`config.mk`:
```
export PLATFORM = sky130hd
export DESIGN_NAME = pc_fetch
export DESIGN_NICKNAME = d
export VERILOG_FILES = /design/src/rtl/pc_fetch.sv
export SDC_FILE = /design/constraint.sdc
export NUM_CORES = 1
export LEC_CHECK = 0
export BUFFER_PORTS_ARGS = -buffer_cell sky130_fd_sc_hd__clkbuf_2
export CAP_MARGIN = 20
export CORE_UTILIZATION = 50
export DETAILED_ROUTE_END_ITERATION = 10
export PLACE_DENSITY = 0.75
export SLEW_MARGIN = 40
export SYNTH_ARGS = -nofsm -noshare
export SYNTH_HDL_FRONTEND = slang
export SYNTH_SLANG_ARGS = --single-unit
```
`constraint.sdc`:
```
create_clock -name clock -period 3.87 [get_ports clock]
set_input_delay 0.774 -clock clock [delete_from_list [all_inputs] [get_ports clock]]
set_output_delay 0.774 -clock clock [all_outputs]
set_load 0.02 [all_outputs]
```
`src/rtl/pc_fetch.sv`:
```
`default_nettype none
// ============================================================================
// Module   : pc_fetch
// Purpose  : Architectural PC register and instruction-fetch stage. Fetches
//            over a req/ack memory handshake and hands the instruction to
//            decode over a valid/ready handshake.
// Revision : 1.0 - initial release
// ============================================================================
module pc_fetch #(
    parameter logic [31:0] RESET_PC = 32'h0000_0000
) (
    input  logic        clock,
    input  logic        reset,
    input  logic [31:0] nextpc,
    output logic [31:0] outputpc,
    output logic [31:0] pc,
    input  logic        flush,
    input  logic [31:0] flush_pc,
    output logic        imem_req,
    output logic [31:0] imem_addr,
    input  logic        imem_ack,
    input  logic [31:0] imem_rdata,
    output logic [31:0] instr,
    output logic        instr_valid,
    input  logic        instr_ready,
    output logic [31:0] instret
);

    localparam logic [1:0] c_BOOT  = 2'd0;
    localparam logic [1:0] c_FETCH = 2'd1;
    localparam logic [1:0] c_VALID = 2'd2;
    localparam logic [1:0] c_DRAIN = 2'd3;

    logic [1:0]  r_state;
    logic [31:0] r_pc;
    logic [31:0] r_fetch_addr;
    logic [31:0] r_addr_hold;
    logic [31:0] r_instr;
    logic        r_instr_valid;
    logic [31:0] r_instret;
    logic        w_fetching;

    assign w_fetching  = (r_state == c_FETCH) || (r_state == c_DRAIN);
    assign imem_req    = w_fetching;
    // Outside a request the bus keeps showing the last address it carried.
    assign imem_addr   = w_fetching ? r_fetch_addr : r_addr_hold;
    assign outputpc    = r_pc + 32'd1;
    assign pc          = r_pc;
    assign instr       = r_instr;
    assign instr_valid = r_instr_valid;
    assign instret     = r_instret;

    always_ff @(posedge clock) begin
        if (reset) begin
            r_state       <= c_BOOT;
            r_pc          <= RESET_PC;
            r_fetch_addr  <= RESET_PC;
            r_addr_hold   <= RESET_PC;
            r_instr       <= 32'd0;
            r_instr_valid <= 1'b0;
            r_instret     <= 32'd0;
        end else begin
            if (w_fetching) begin
                r_addr_hold <= r_fetch_addr;
            end
            case (r_state)
                c_BOOT: begin
                    r_state <= c_FETCH;
                    if (flush) begin
                        r_pc         <= flush_pc;
                        r_fetch_addr <= flush_pc;
                    end else begin
                        r_fetch_addr <= r_pc;
                    end
                end
                c_FETCH: begin
                    if (flush) begin
                        r_pc <= flush_pc;
                        // Request completed this cycle: refetch at once.
                        // Otherwise the in-flight access must drain first.
                        if (imem_ack) begin
                            r_fetch_addr <= flush_pc;
                        end else begin
                            r_state <= c_DRAIN;
                        end
                    end else if (imem_ack) begin
                        r_instr       <= imem_rdata;
                        r_instr_valid <= 1'b1;
                        r_state       <= c_VALID;
                    end
                end
                c_VALID: begin
                    if (flush) begin
                        r_pc          <= flush_pc;
                        r_fetch_addr  <= flush_pc;
                        r_instr_valid <= 1'b0;
                        r_state       <= c_FETCH;
                    end else if (instr_ready) begin
                        r_pc          <= nextpc;
                        r_fetch_addr  <= nextpc;
                        r_instret     <= r_instret + 32'd1;
                        r_instr_valid <= 1'b0;
                        r_state       <= c_FETCH;
                    end
                end
                default: begin
                    if (flush) begin
                        r_pc <= flush_pc;
                    end
                    if (imem_ack) begin
                        r_fetch_addr <= flush ? flush_pc : r_pc;
                        r_state      <= c_FETCH;
                    end
                end
            endcase
        end
    end

endmodule
`default_nettype wire

```
==> metrics <==
status finished, final reports clean; WL met3 about 1400 µm; drt pass-1 iters 7; Port Buffers 262; CP top delay family simple AND/OR/NAND/NOR gates; cts bufs inserted 17; Pins Over Slew Limit 0; hold worst-path end instr[3]; post-route ant nets 0; initial antenna violation count 0; Die Ht 134 µm; WP data required about 3.1 ns; top-count cell post-synth dfxtp_1; share of cells above drive strength 1 between 30% and 40%; fin crit period approximately 3.3 ns; sequential-to-total area share from yosys stat 37.2%; first-pass GRT wire length 39200 µm; CTS tree yes; Non-Filler Instances approximately 1500; P_leak 0.00466 µW; Die ar. ~0.018 mm²; type of the worst min-delay path reg -> reg; share of the synthesized area in the top cell type about 37%; Gate power share a little under a third; clock tree buffer depth 2; via count between 8000 and 9000; Final #Nets between 1000 and 1500; htree depth 4; gr usage total 26.9%; Max FO, Critical Path 13; Final Hold Fails 0; Peak Freq between 200 and 300 MHz; critical path type reg -> out; Reg-to-Reg Start r_state[0]; DR WL/cell roughly 16 µm; worst-path cell chain and4_1 -> nand3_1 -> nor4_1 -> xor2_1 -> clkbuf_2; clock power share a little under a third; Cell variety after synth 43; Pint 3410 µW; Least-Margin Pin Slew 0.646 ns; WHS around 0.45 ns; pwr/cell area 485 mW/mm²; worst reg2reg setup slack just under 0.9 ns; final setup vio count 0; Max stage delay on crit path roughly 0.55 ns; DRC errors left 0; worst skew pair latency about 0.42 ns; post-DP HPWL 16700 µm; worst setup margin roughly 0.53 ns; fill count 1555; DR top layer met4; clk_skew 0.00810 ns; GPL Wtd Cong about 0.9; post-cts gate resize count 0; ranking of synthesized cells by area dfxtp_1, mux2_2, a21oi_1; arrival time at the worst endpoint 2.56 ns; Max Cap Violations 0; die width ~130 µm; sw frac between 30 and 40%; Worst-path clk slew approximately 0.070 ns; reg2reg end instret[31]; worst slack, placed 0.828 ns; placed cell count about 1500; # Post-CTS Setup Buffers 0; Core Region 0.0172 mm²; root buffer cell clkbuf_16; Synth Flop Type dfxtp_1; CTS Sinks roughly 160; grt ovf 0; Antenna diodes 0; met2 wire length about 12000 µm; Slowest cell on crit path dfxtp_1; Yosys warning total 0; Net Switching ~1800 µW; Worst R2R Path Depth 6; Initial Utilization 50.9%; Hold Crit Depth 2; power share of the sequential group 38.4%; Worst setup EP type output pin; io pins between 200 and 300; Post-Syn Nets 1206; Post-synth EDFFs 0; Post-synth ARST share 0%; CP Buf/Inv Count 1; synthesized area slightly below 0.009 mm²; CTS Hold Bufs 0; Mean Syn Cell Area between 7 and 8 µm²; DRT Wirelength approximately 25000 µm; Startpoint Class flop; hold path start instr[3]; Max IR drop VDD slightly below 0.4 mV; RSZ-0062 raised after global routing false; Commonest cells post-synth dfxtp_1, nand2_1, a21oi_1; Slew headroom a little under three fifths; Layout area overhead 22.6%; setup TNS 0 ns; Seq cells post-synth 163; drt first-iter violations between 500 and 600; period utilisation layout 86.3%; Syn Inst Count 1099; vias in the first global route a little under 8000; largest net degree at the start of global routing around 140; Rows between 40 and 50; Vias per Instance approximately 5.6; Yosys top cell by area dfxtp_1; WL met1 ~11000 µm
==> layout make-up <==
cell class              count  area (µm²)  share of cell area (%)
clock buffers              18         439                    4.08
clock inverters            14         130                    1.21
inverters                  46         173                    1.60
multi-input cells         791        4990                    46.4
flip-flops and latches    163        3260                    30.3
well taps                 225         282                    2.62
repair buffers            278        1490                    13.8
==> cells by family after synthesis <==
family / share of synthesized area (%)
compound gates: 18.5
xor+xnor: 3.99
fa+ha+maj: 0.856
buf+inv: 6.37
flops: 37.2
mux: 9.72
simple gates: 23.4
==> worst reg2reg max path, stage by stage, from the launching register on <==
cell     delay [ns]
dfxtp_1        0.34
inv_1          0.17
ha_4           0.52
and3b_1        0.43
nand4_1        0.57
nor4_1         0.45
mux2_2         0.39
==> routing by layer <==
| metal | global-route usage [%] | up-vias |
|---|---|---|
| met5 | 0 | - |
| met4 | 10.5 | 0 |
| met3 | 5.18 | 42 |
| met2 | 45.0 | 275 |
| met1 | 34.2 | 4051 |
| li1 | - | 4244 |
==> power groups by stage <==
stage / registers (µW) / logic [µW] / clock network, µW
finish: 2000 / 1590 / 1620
global route: 2030 / 1740 / 1730
CTS: 2000 / 1590 / 1660
detailed placement: 2040 / 1580 / 0
global placement: 2040 / 1550 / 0
floorplan: 2030 / 1100 / 0
==> per-stage QoR <==
| stage | instance area, µm² | total power (µW) | util [%] |
|---|---|---|---|
| after global routing | 10800 | 5490 | 62.4 |
| after floorplan | 8770 | 3130 | - |
| after global placement | 10200 | 3590 | 58.9 |
| final | 10800 | 5220 | 62.4 |
| after detailed placement | 10200 | 3620 | 59.0 |
| after CTS | 10700 | 5250 | 62.3 |
==> sequential cells by signal, indices dropped and copies added (netlist names) <==
name,flops
instr,32
instret,32
pc,32
r_addr_hold,32
r_fetch_addr,32
r_state,2
instr_valid,1
==> worst max-delay path by stage <==
stage               cells after the start        start  slack (ns)            to
global placement                        5  instr_ready        0.92   instret[21]
finish                                  5        pc[6]        0.53  outputpc[31]
detailed placement                      5  instr_ready        0.83   instret[31]
CTS                                     5        pc[6]        0.57  outputpc[31]
global route                            5        pc[6]        0.29  outputpc[31]
floorplan                               6        pc[2]        1.07  outputpc[17]
==> cell usage in the layout, fill, tap and decap left out, types with 3 or more instances in the layout <==
cell type and n:
nand2_1 123, clkbuf_16 17, a31oi_1 31, inv_1 45, mux2_2 74, and2_1 34, nor2b_1 41, o21ai_0 7
buf_4 13, a21oi_1 108, or4_1 7, a22oi_1 31, clkinv_4 3, and4_1 11, clkinvlp_4 5, nor4_1 11
ha_1 3, nand3_1 20, inv_6 3, or3_1 4, xor2_1 23, and3_1 5, nand4_1 14, nor2_1 90
o31ai_1 7, dfxtp_1 163, clkbuf_2 261, nor3_1 42, a211o_1 31, a211oi_1 35, xnor2_1 17
No activity file was read; power rests on OpenSTA's default activity.
